===== src/rtl/ftm_pkg.sv =====
// rtl/ftm_pkg.sv - shared types and widths for the lockstep manager
package ftm_pkg;

    localparam int DATA_W = 32;
    localparam int ADDR_W = 5;

    typedef enum logic [1:0] {
        ST_RUN     = 2'd0,
        ST_RECOVER = 2'd1,
        ST_RESET   = 2'd2
    } ftm_state_e;

    typedef struct packed {
        logic              valid;
        logic              we;
        logic [ADDR_W-1:0] waddr;
        logic [DATA_W-1:0] wdata;
        logic [DATA_W-1:0] pc;
    } ftm_tuple_t;

endpackage


===== src/rtl/ftm_voter.sv =====
// rtl/ftm_voter.sv - combinational majority vote and disagreement mask
module ftm_voter
    import ftm_pkg::*;
#(
    parameter int NCORES = 3
) (
    input  ftm_tuple_t [NCORES-1:0] tuples,
    output logic                    mismatch,
    output logic                    has_majority,
    output ftm_tuple_t              majority,
    output logic [NCORES-1:0]       faulty_mask
);

    localparam int THRESH = NCORES / 2 + 1;

    int agree;

    always_comb begin
        mismatch     = 1'b0;
        has_majority = 1'b0;
        majority     = '0;
        faulty_mask  = '1;
        agree        = 0;
        for (int i = 0; i < NCORES; i++) begin
            agree = 0;
            for (int j = 0; j < NCORES; j++) begin
                if (tuples[j] == tuples[i]) agree = agree + 1;
            end
            if (agree != NCORES) mismatch = 1'b1;
            // first core reaching the threshold names the majority tuple
            if (!has_majority && agree >= THRESH) begin
                has_majority = 1'b1;
                majority     = tuples[i];
            end
        end
        if (has_majority) begin
            for (int i = 0; i < NCORES; i++) faulty_mask[i] = (tuples[i] != majority);
        end
    end

endmodule


===== src/rtl/ftm_lockstep_mgr.sv =====
// rtl/ftm_lockstep_mgr.sv - lockstep compare, vote and recovery sequencing
module ftm_lockstep_mgr
    import ftm_pkg::*;
#(
    parameter int NCORES      = 3,
    parameter int MAX_RETRY   = 3,
    parameter int TIMEOUT_CYC = 1024,
    parameter int RST_CYC     = 8,
    parameter int CLEAN_WIN   = 16
) (
    input  logic                     clk_i,
    input  logic                     rst_i,
    input  logic                     enable_i,
    input  logic [NCORES-1:0]        valid_i,
    input  logic [NCORES-1:0]        we_i,
    input  logic [NCORES*ADDR_W-1:0] waddr_i,
    input  logic [NCORES*DATA_W-1:0] wdata_i,
    input  logic [NCORES*DATA_W-1:0] pc_i,
    input  logic [NCORES-1:0]        done_i,
    output logic                     recover_o,
    output logic                     recovering_o,
    output logic                     reset_o,
    output logic                     mismatch_o,
    output logic [NCORES-1:0]        faulty_mask_o,
    output logic                     voted_we_o,
    output logic [ADDR_W-1:0]        voted_waddr_o,
    output logic [DATA_W-1:0]        voted_wdata_o,
    output logic [DATA_W-1:0]        checkpoint_pc_o,
    output logic [15:0]              err_count_o,
    output logic                     error_o
);

    ftm_state_e              state, state_nx;
    ftm_tuple_t [NCORES-1:0] tuples;
    ftm_tuple_t              v_tuple;
    logic                    v_mm, v_maj;
    logic [NCORES-1:0]       v_mask;
    logic [NCORES-1:0]       done_seen;
    logic [31:0]             retry_cnt, clean_cnt, tmo_cnt, rst_cnt;
    logic                    cmp, mm_now, agree_commit, all_done, timeout, rst_done;

    always_comb begin
        tuples = '0;
        for (int i = 0; i < NCORES; i++) begin
            tuples[i].valid = valid_i[i];
            tuples[i].we    = we_i[i];
            tuples[i].waddr = we_i[i] ? waddr_i[i*ADDR_W +: ADDR_W] : '0;
            tuples[i].wdata = we_i[i] ? wdata_i[i*DATA_W +: DATA_W] : '0;
            tuples[i].pc    = valid_i[i] ? pc_i[i*DATA_W +: DATA_W] : '0;
        end
    end

    ftm_voter #(.NCORES(NCORES)) u_voter (
        .tuples       (tuples),
        .mismatch     (v_mm),
        .has_majority (v_maj),
        .majority     (v_tuple),
        .faulty_mask  (v_mask)
    );

    assign cmp          = enable_i && (state == ST_RUN) && ((|valid_i) || (|we_i));
    assign mm_now       = cmp && v_mm;
    // full agreement implies every core shares the voted valid bit
    assign agree_commit = cmp && !v_mm && v_tuple.valid;
    assign all_done     = &(done_seen | done_i);
    assign timeout      = (tmo_cnt == 32'(TIMEOUT_CYC - 1));
    assign rst_done     = (rst_cnt == 32'(RST_CYC - 1));

    always_comb begin
        state_nx     = state;
        recover_o    = 1'b0;
        recovering_o = 1'b0;
        reset_o      = 1'b0;
        case (state)
            ST_RUN: begin
                if (mm_now) state_nx = (retry_cnt == 32'(MAX_RETRY)) ? ST_RESET : ST_RECOVER;
            end
            ST_RECOVER: begin
                recover_o    = 1'b1;
                recovering_o = 1'b1;
                if (timeout)       state_nx = ST_RESET;
                else if (all_done) state_nx = ST_RUN;
            end
            ST_RESET: begin
                reset_o = 1'b1;
                if (rst_done) state_nx = ST_RUN;
            end
            default: state_nx = ST_RUN;
        endcase
    end

    always_ff @(posedge clk_i) begin
        if (rst_i) begin
            state           <= ST_RUN;
            mismatch_o      <= 1'b0;
            faulty_mask_o   <= '0;
            voted_we_o      <= 1'b0;
            voted_waddr_o   <= '0;
            voted_wdata_o   <= '0;
            checkpoint_pc_o <= '0;
            err_count_o     <= '0;
            error_o         <= 1'b0;
            done_seen       <= '0;
            retry_cnt       <= '0;
            clean_cnt       <= '0;
            tmo_cnt         <= '0;
            rst_cnt         <= '0;
        end else begin
            state         <= state_nx;
            mismatch_o    <= mm_now;
            faulty_mask_o <= mm_now ? v_mask : '0;
            voted_we_o    <= cmp && v_maj && v_tuple.we;
            if (cmp && v_maj) begin
                voted_waddr_o <= v_tuple.waddr;
                voted_wdata_o <= v_tuple.wdata;
            end
            if (agree_commit) checkpoint_pc_o <= v_tuple.pc;
            if (mm_now && err_count_o != 16'hFFFF) err_count_o <= err_count_o + 16'd1;

            if (mm_now) begin
                clean_cnt <= '0;
                retry_cnt <= retry_cnt + 32'd1;
            end else if (agree_commit) begin
                if (clean_cnt == 32'(CLEAN_WIN - 1)) begin
                    clean_cnt <= '0;
                    retry_cnt <= '0;
                end else begin
                    clean_cnt <= clean_cnt + 32'd1;
                end
            end
            // entering RESET overrides the retry increment above
            if (state != ST_RESET && state_nx == ST_RESET) begin
                retry_cnt <= '0;
                error_o   <= 1'b1;
            end

            done_seen <= (state == ST_RECOVER) ? (done_seen | done_i) : '0;
            tmo_cnt   <= (state == ST_RECOVER) ? tmo_cnt + 32'd1 : '0;
            rst_cnt   <= (state == ST_RESET) ? rst_cnt + 32'd1 : '0;
        end
    end

endmodule

===== config.mk =====
export PLATFORM = sky130hd
export DESIGN_NAME = ftm_lockstep_mgr
export DESIGN_NICKNAME = d
export VERILOG_FILES = /design/src/rtl/ftm_pkg.sv /design/src/rtl/ftm_voter.sv /design/src/rtl/ftm_lockstep_mgr.sv
export SDC_FILE = /design/constraint.sdc
export NUM_CORES = 1
export LEC_CHECK = 0
export ABC_AREA = 0
export BUFFER_PORTS_ARGS = -buffer_cell sky130_fd_sc_hd__buf_2
export CAP_MARGIN = 20
export CORE_MARGIN = 2
export CORE_UTILIZATION = 40
export CTS_CLUSTER_SIZE = 16
export DETAILED_ROUTE_END_ITERATION = 8
export PLACE_DENSITY_LB_ADDON = 0.25
export SLEW_MARGIN = 30
export SYNTH_ARGS = -nofsm -noshare
export SYNTH_HDL_FRONTEND = slang
export SYNTH_HIERARCHICAL = 1
export SYNTH_SLANG_ARGS = --single-unit

===== constraint.sdc =====
create_clock -name clk_i -period 4.36 [get_ports clk_i]
set_input_delay 0.654 -clock clk_i [delete_from_list [all_inputs] [get_ports clk_i]]
set_output_delay 0.654 -clock clk_i [all_outputs]
set_load 0.01 [all_outputs]

* Word-level counts from Yosys, hierarchy flattened
Index checks and enable logic that the tools add are counted. W data, S select, Z words.
Storage, ports and cells: register bits after elaboration 224, input bits 219, output and inout bits 94, logic and storage cells 116
Operators by class: $add $sub $neg 10, magnitude comparators 3, equality and inequality tests 21, muxes and demuxes 37, bitwise gates (word level) 4, reduce and logical (&&, ||, !) cells 27
Operators by type and width (number):
- $eq A71 B71 Y1 | 6
- $mux W32 | 13
- $mux W71 | 3
- $ne A71 B71 Y1 | 3
- $add A32 B1 Y32 const B | 4
- $add A32 B2 Y32 const B | 3
- $ge A32 B3 Y1 const B | 3
- $ne A32 B3 Y1 const B | 3
- $eq A32 B10 Y1 const B | 1
- $eq A32 B2 Y1 const B | 1
- $eq A32 B3 Y1 const B | 1
- $eq A32 B4 Y1 const B | 1
- $add A16 B1 Y16 const B | 1
- $ne A16 B16 Y1 const B | 1
- $mux W5 | 3
- $mux W2 | 6
- $logic_and A1 B1 Y1 | 11
- $mux W1 | 10
- $reduce_or A2 Y1 | 5
- $pmux W2 S3 | 1
- $reduce_or A3 Y1 | 2
- $add A1 B1 Y2 const B | 2
- $eq A2 B2 Y1 const B | 2
- $reduce_bool A2 Y1 | 2
- other kinds (10) | 14

* Longest topological paths before layout
Gate-level depths: netlist of run 1.
word-level depth 16, mapped depth 18, mapped depth without buffers 13

* Modules after synthesis
Netlist of run 1, hierarchy kept.
Modules (own cells, without submodules):
- ftm_lockstep_mgr | times used 1, cells an instance 1416, area each 11120.7 µm², seq. area each 4484.3 µm²
- ftm_voter | times used 1, cells an instance 569, area each 3943.8 µm², seq. area each 0.0 µm²

* Worst setup path before layout of run 1
OpenSTA, ideal clock, no wires.
path kind in2reg, start input port we_i[1], end register clean_cnt[0], library setup time 117 ps, arrival 4058 ps, required time 4243 ps, slack 184 ps, cell stages on the path 17, path buffers 5, cell sequence clkbuf_1 > clkbuf_1 > and2_1 > nor2b_1 > a2111o_1 > a2111oi_2 > nand4_1 > nor4_2 > clkbuf_1 > nand2_1 > nor2b_1 > o211ai_1 > or4_1 > buf_2 > nand3b_1 > buf_2 > nor2_1
RTL lines:
- from (decl) | RTL line ftm_lockstep_mgr.sv:15 | input logic [NCORES-1:0] we_i,
- to (signal assigned) | RTL line ftm_lockstep_mgr.sv:128 | clean_cnt <= clean_cnt + 32'd1;
- to (decl) | RTL line ftm_lockstep_mgr.sv:39 | logic [31:0] retry_cnt, clean_cnt, tmo_cnt, rst_cnt;

==> impl_metrics.yaml, run 1 <==
run_status:
  status: "completed"
drt:
  antenna_left: 0
  viasPerCell: 5.58
  vias: 16200
  wl_mm: 62.0
  wl_per_cell_um: 21.3
  initialDrtViolationCount: 1273
  remaining_drc_errors: 0
  firstDrtPassIters: 6
critical_path:
  critPathRequiredTime_ns: 4.77
  rr_endpoint: "retry_cnt[20]$_SDFFE_PP0P_"
  cp.arrival_ns: 4.41
  worst-setup-path-type: "in2reg"
  max_stage_delay_ns: 0.58
  crit_path_cell_trace: "buf_2 > buf_4 > and2_1 > xor2_1 > nor4_1 > buf_4 > nand4_1 > nor4_4 > buf_4 > nand2_1 > nor2b_1 > o211ai_1 > or4_1 > buf_4 > nand2_1 > a311oi_1"
  worstReg2RegStart: "retry_cnt[0]$_SDFFE_PP0P_"
  regToRegSetupSlack_ns: 1.84
  cp_max_fo: 14
  start_kind: "input pin"
  end_kind: "flip-flop"
  cp_slowest_cell: "or4_1"
  crit_top_cell: "buf_4"
  path_buf_inv: 5
  r2r_cells: 6
  critPathTopFamily: "simple AND/OR/NAND/NOR gates"
  startpoint: "we_i[1]"
worst_hold_path:
  hold_path.class: "in2reg"
  hold_path_end: "done_seen[0]$_SDFF_PP0_"
  min_path_cells: 3
  min_from: "done_i[0]"
clock_network:
  clock_latency_ns: 0.55
  h-tree-depth: 1
  post_cts_buffers: 0
  tritoncts: "done"
  numCtsBuffers: 27
  cts_hold_buf: 0
  clk_path_buf_depth: 3
  cts-root-buf: "clkbuf_16"
  cts.sinks: 224
  clk_pin_slew_worst_paths_ns: 0.06
  cts_resized: 0
pwr:
  power_mw: 5.37
  leakagePower_nw: 7.37
  p_per_area_nw_per_um2: 281
  peakVddDrop_uv: 220
timing:
  worst_pin_slew_ns: 0.930
  setup_viol_count_final: 0
  timing.fmax_mhz: 250
  hold-worst-slack_ns: 0.325
  finalCritPeriodShare_pct: 91.6
  rsz0062_at_grt: "no"
  layout_min_cycle_time_ns: 4.00
  setup_slack_ns: 0.365
  finClkSkew_ns: 0.00823
  hold_violations: 0
  relSlewSlack_pct: 38.0
  slew_viol_final: 0
yosys:
  ys_seq_area_share_pct: 29.8
  syn_area_um2: 15100
  syn_nets: 2209
  synth_enable_flop_cells: 0
  synth-seq-cells: 224
  synth_cell_types: 69
  ys.flop_type: "dfxtp_1"
  syn_area_per_cell_um2: 7.59
  async_flop_share_pct: 0
  syn_inst: 1985
  ys_warn_count: 6
floorplanning:
  row_count: 71
  die_w_um: 198
  coreArea_um2: 37400
  die_h_um: 198
  initial_core_util_pct: 40.3
  num_io_pins: 313
  die-area_um2: 39200
cells_and_area:
  final_common_cell: "buf_2"
  syn_to_final_growth_pct: 26.6
  layout-drive-gt1-share_pct: 26.1
  nets: 2603
  layout_common_cells: "buf_2 (311), nand2_1 (261), dfxtp_1 (224), and2_1 (214), buf_4 (162)"
  fill_cells: 3750
grt:
  grt_usage_pct: 31.2
  grt_pass1_vias: 15700
  grt_pass1_wl_mm: 93.2
  overflow: 0
  antenna_found_initial: 4
  grt_max_degree: 74
placed_design:
  dp_slack_ns: -0.174
  io_buffer_count: 312
  hpwl_mm: 49.2
  place_congestion: 1.08
job:
  max_cap_violations: 0
==> logic make-up (layout without fill, tap and decap cells) <==
group           after synthesis  after routing  share of synthesized area [%]
compound gates              356            356                           15.4
xor+xnor                    270            270                           15.7
fa+ha+maj                     5              5                          0.415
buf+inv                     174            589                           5.47
flops                       224            224                           29.8
mux                           1              1                         0.0664
other cells                   0              2                              0
simple gates                955            955                           33.2
==> worst register-to-register path, cell delays in order (launching register included) <==
cell and delay (ns):
dfxtp_1 0.37, ha_1 0.24, nand3_1 0.19, nor3_1 0.62
nand2_1 0.32, or4_1 0.54, a31oi_1 0.17
==> layout make-up <==
type,count,area (µm²),area share [%]
Antenna cell,2,5.00,0.0262
Timing Repair Buffer,483,2970,15.6
Sequential cell,224,4480,23.5
Clock inverter,16,229,1.20
Clock buffer,34,742,3.89
Inverter,56,210,1.10
Tap cell,511,639,3.35
Multi-Input combinational cell,1587,9790,51.3
==> flip-flops by register name, summed over array words and instances, names as in the netlist <==
register	flops
voted_waddr_o	5
voted_we_o	1
mismatch_o	1
clean_cnt	32
rst_cnt	32
state	2
voted_wdata_o	32
error_o	1
retry_cnt	32
err_count_o	16
tmo_cnt	32
done_seen	3
faulty_mask_o	3
checkpoint_pc_o	32
==> metal layers <==
layer,vias to the layer above,part of all wire (%),track usage (%)
met3,168,7.1,4.79
met4,4,5.3,15.2
li1,7677,-,-
met5,-,0.044,0
met1,7673,41,39.1
met2,724,46,52.2
==> cell usage after synthesis (6+ instances only) <==
cell type | count | area share [%]
a2111oi_0 | 8 | 0.47
a211oi_1 | 6 | 0.30
a21oi_1 | 110 | 3.7
a311oi_1 | 8 | 0.47
a31oi_1 | 7 | 0.29
and2_1 | 214 | 8.9
and3_1 | 14 | 0.58
and4_1 | 16 | 0.93
buf_1 | 8 | 0.20
buf_12 | 7 | 0.93
buf_2 | 21 | 0.70
clkbuf_1 | 77 | 1.9
dfxtp_1 | 224 | 30
inv_1 | 55 | 1.4
nand2_1 | 261 | 6.5
nand3_1 | 64 | 2.1
nand4_1 | 74 | 3.1
nor2_1 | 128 | 3.2
nor2b_1 | 14 | 0.58
nor3_1 | 24 | 0.80
nor4_1 | 81 | 3.4
o211ai_1 | 11 | 0.55
o21ai_0 | 88 | 2.9
o21ai_2 | 69 | 4.0
o22ai_1 | 12 | 0.50
or2_2 | 9 | 0.37
or3_1 | 21 | 0.87
or4_1 | 14 | 0.70
xnor2_1 | 153 | 8.9
xor2_1 | 117 | 6.8
==> worst max path at each step <==
stage                                       endpoint  cells past startpoint
after floorplan            clean_cnt[0]$_SDFFE_PP0P_                     17
after global placement    retry_cnt[16]$_SDFFE_PP0P_                     16
after detailed placement   retry_cnt[6]$_SDFFE_PP0P_                     16
after CTS                  retry_cnt[6]$_SDFFE_PP0P_                     16
after global routing       retry_cnt[9]$_SDFFE_PP0P_                     18
final                      retry_cnt[6]$_SDFFE_PP0P_                     16
==> per-stage QoR <==
stage / instances / TNS [ns] / utilization [%] / instance area (µm²)
floorplan: 1985 / 0 / - / 15100
global placement: 2861 / -1.01 / 48.4 / 18100
detailed placement: 2861 / -1.79 / 48.4 / 18100
CTS: 2911 / 0 / 51.0 / 19100
global route: 2911 / 0 / 51.0 / 19100
finish: 2913 / 0 / 51.0 / 19100
==> power by group <==
group	switching (mW)	internal [mW]	total, mW
Clock	0.937	1.51	2.44
Sequential	0.00898	2.06	2.06
Combinational	0.499	0.359	0.857
Total	1.44	3.92	5.37
No activity file was read; power rests on OpenSTA's default activity.
==> run 2: changes to the inputs <==
Settings changed: PLACE_DENSITY set to 0.72, PLACE_DENSITY_LB_ADDON 0.25 to unset.
==> run 2 against run 1 <==
  * Register-to-register slack improved by 0.03 ns
  * Clock skew rose by 0.0016 ns
  * Critical path type unchanged
  * Non-clock buffer count fell by 22
  * Sequential cell count did not move
  * Combinational power fell by 0.5%
  * Largest power group unchanged
  * Routed wire length fell by 1.3%
  * Final cell count fell by 0.79%
  * Largest cell class unchanged
==> impl_metrics.yaml, run 2 (synthesis gave the netlist of run 1 again) <==
critical_path:
  cp.arrival_ns: 4.42
  cp_max_fo: 13
  worst-setup-path-type: "in2reg"
  start_kind: "input pin"
  critPathRequiredTime_ns: 4.78
  end_kind: "flip-flop"
floorplanning:
  coreArea_um2: 37400
  die-area_um2: 39200
  num_io_pins: 313
  die_w_um: 198
  die_h_um: 198
  row_count: 71
  initial_core_util_pct: 40.3
timing:
  relSlewSlack_pct: 40.5
  setup_viol_count_final: 0
  finClkSkew_ns: 0.00981
  worst_pin_slew_ns: 0.892
  rsz0062_at_grt: "no"
  finalCritPeriodShare_pct: 91.7
  hold-worst-slack_ns: 0.325
  layout_min_cycle_time_ns: 4.00
  timing.fmax_mhz: 250
  slew_viol_final: 0
  hold_violations: 0
run_status:
  status: "completed"
clock_network:
  clk_pin_slew_worst_paths_ns: 0.06
  cts_resized: 0
  clk_path_buf_depth: 3
  cts.sinks: 224
  clock_latency_ns: 0.56
  cts_hold_buf: 0
  numCtsBuffers: 26
  cts-root-buf: "clkbuf_16"
  h-tree-depth: 1
  tritoncts: "done"
  post_cts_buffers: 0
grt:
  grt_max_degree: 74
  grt_pass1_vias: 15900
  antenna_found_initial: 4
  overflow: 0
  grt_usage_pct: 30.5
  grt_pass1_wl_mm: 91.8
placed_design:
  dp.cells: 2839
  io_buffer_count: 312
  place_congestion: 1.03
  place_area_um2: 17900
  hpwl_mm: 47.9
pwr:
  peakVddDrop_uv: 229
  p_per_area_nw_per_um2: 272
  power_mw: 5.11
  leakagePower_nw: 7.21
cells_and_area:
  nets: 2580
  layout-drive-gt1-share_pct: 25.3
  layout_common_cells: "buf_2 (311), nand2_1 (261), dfxtp_1 (224), and2_1 (214), xnor2_1 (153)"
  final_common_cell: "buf_2"
  stdcell_area_um2: 18800
  syn_to_final_growth_pct: 24.8
  instances_no_fill: 2890
  fill_cells: 3666
drt:
  wl_mm: 61.3
  wl_per_cell_um: 21.2
  remaining_drc_errors: 0
  antenna_left: 0
  viasPerCell: 5.66
  vias: 16400
  firstDrtPassIters: 6
  initialDrtViolationCount: 1412
worst_hold_path:
  hold_path.class: "in2reg"
job:
  max_cap_violations: 0
==> run 2: cell count changes in the layout (fill, tap and decap cells not counted), moves of 2 or more <==
cell        before  now
clkinvlp_4       2    4
bufinv_16        5    1
buf_4          162  139
inv_6            2    0
==> run 2: final timing paths <==
path                             startpoint                          to  slack (ns)  cells after the start
hold / removal                    done_i[0]     done_seen[0]$_SDFF_PP0_        0.33                      3
hold reg to reg       tmo_cnt[0]$_SDFF_PP0_       tmo_cnt[0]$_SDFF_PP0_        0.44                      1
setup / recovery                 valid_i[0]  retry_cnt[25]$_SDFFE_PP0P_        0.36                     16
setup reg to reg  retry_cnt[0]$_SDFFE_PP0P_  retry_cnt[20]$_SDFFE_PP0P_        1.87                      6
==> run 2: metal layers <==
layer / part of all wire (%) / GRT usage, % / vias to the layer above
met5: 0.026 / 0 / -
met3: 8.7 / 5.54 / 164
met2: 46 / 51.4 / 774
li1: - / - / 7609
met1: 40 / 38.1 / 7806
met4: 4.6 / 13.0 / 4
==> run 2: power by group <==
part	switching [mW]	internal (mW)	total (mW)
Sequential	0.00916	2.06	2.06
Combinational	0.497	0.356	0.853
Clock	0.941	1.25	2.19
Total	1.45	3.66	5.11
==> run 2: critical path: stages <==
cell	delay, ns
buf_2	0.14
and2_1	0.17
xnor2_1	0.27
buf_4	0.19
o221ai_1	0.12
a2111oi_0	0.57
nand4_1	0.27
nor4_4	0.35
o21ai_0	0.12
o21ai_0	0.09
nor2b_1	0.21
o211ai_1	0.13
or4_1	0.66
buf_4	0.24
o311ai_0	0.12
a21oi_1	0.11
==> run 2: through the flow <==
step                setup slack, ns  util (%)  TNS [ns]
finish                        0.362      50.3         0
global route                 0.0945      50.3         0
CTS                           0.418      50.2         0
detailed placement           -0.135      47.9     -5.42
global placement             -0.156      47.9     -6.06
floorplan                     0.184         -         0
==> run 2: final cells by class <==
type	instances	area, µm²	share of cell area, %
sequential	224	4480	23.9
clock buffer	35	734	3.91
timing repair buffer	461	2820	15.0
antenna	3	7.51	0.0399
clock inverter	13	119	0.632
inverter	56	210	1.12
multi-input combinational	1587	9780	52.0
tap	511	639	3.40
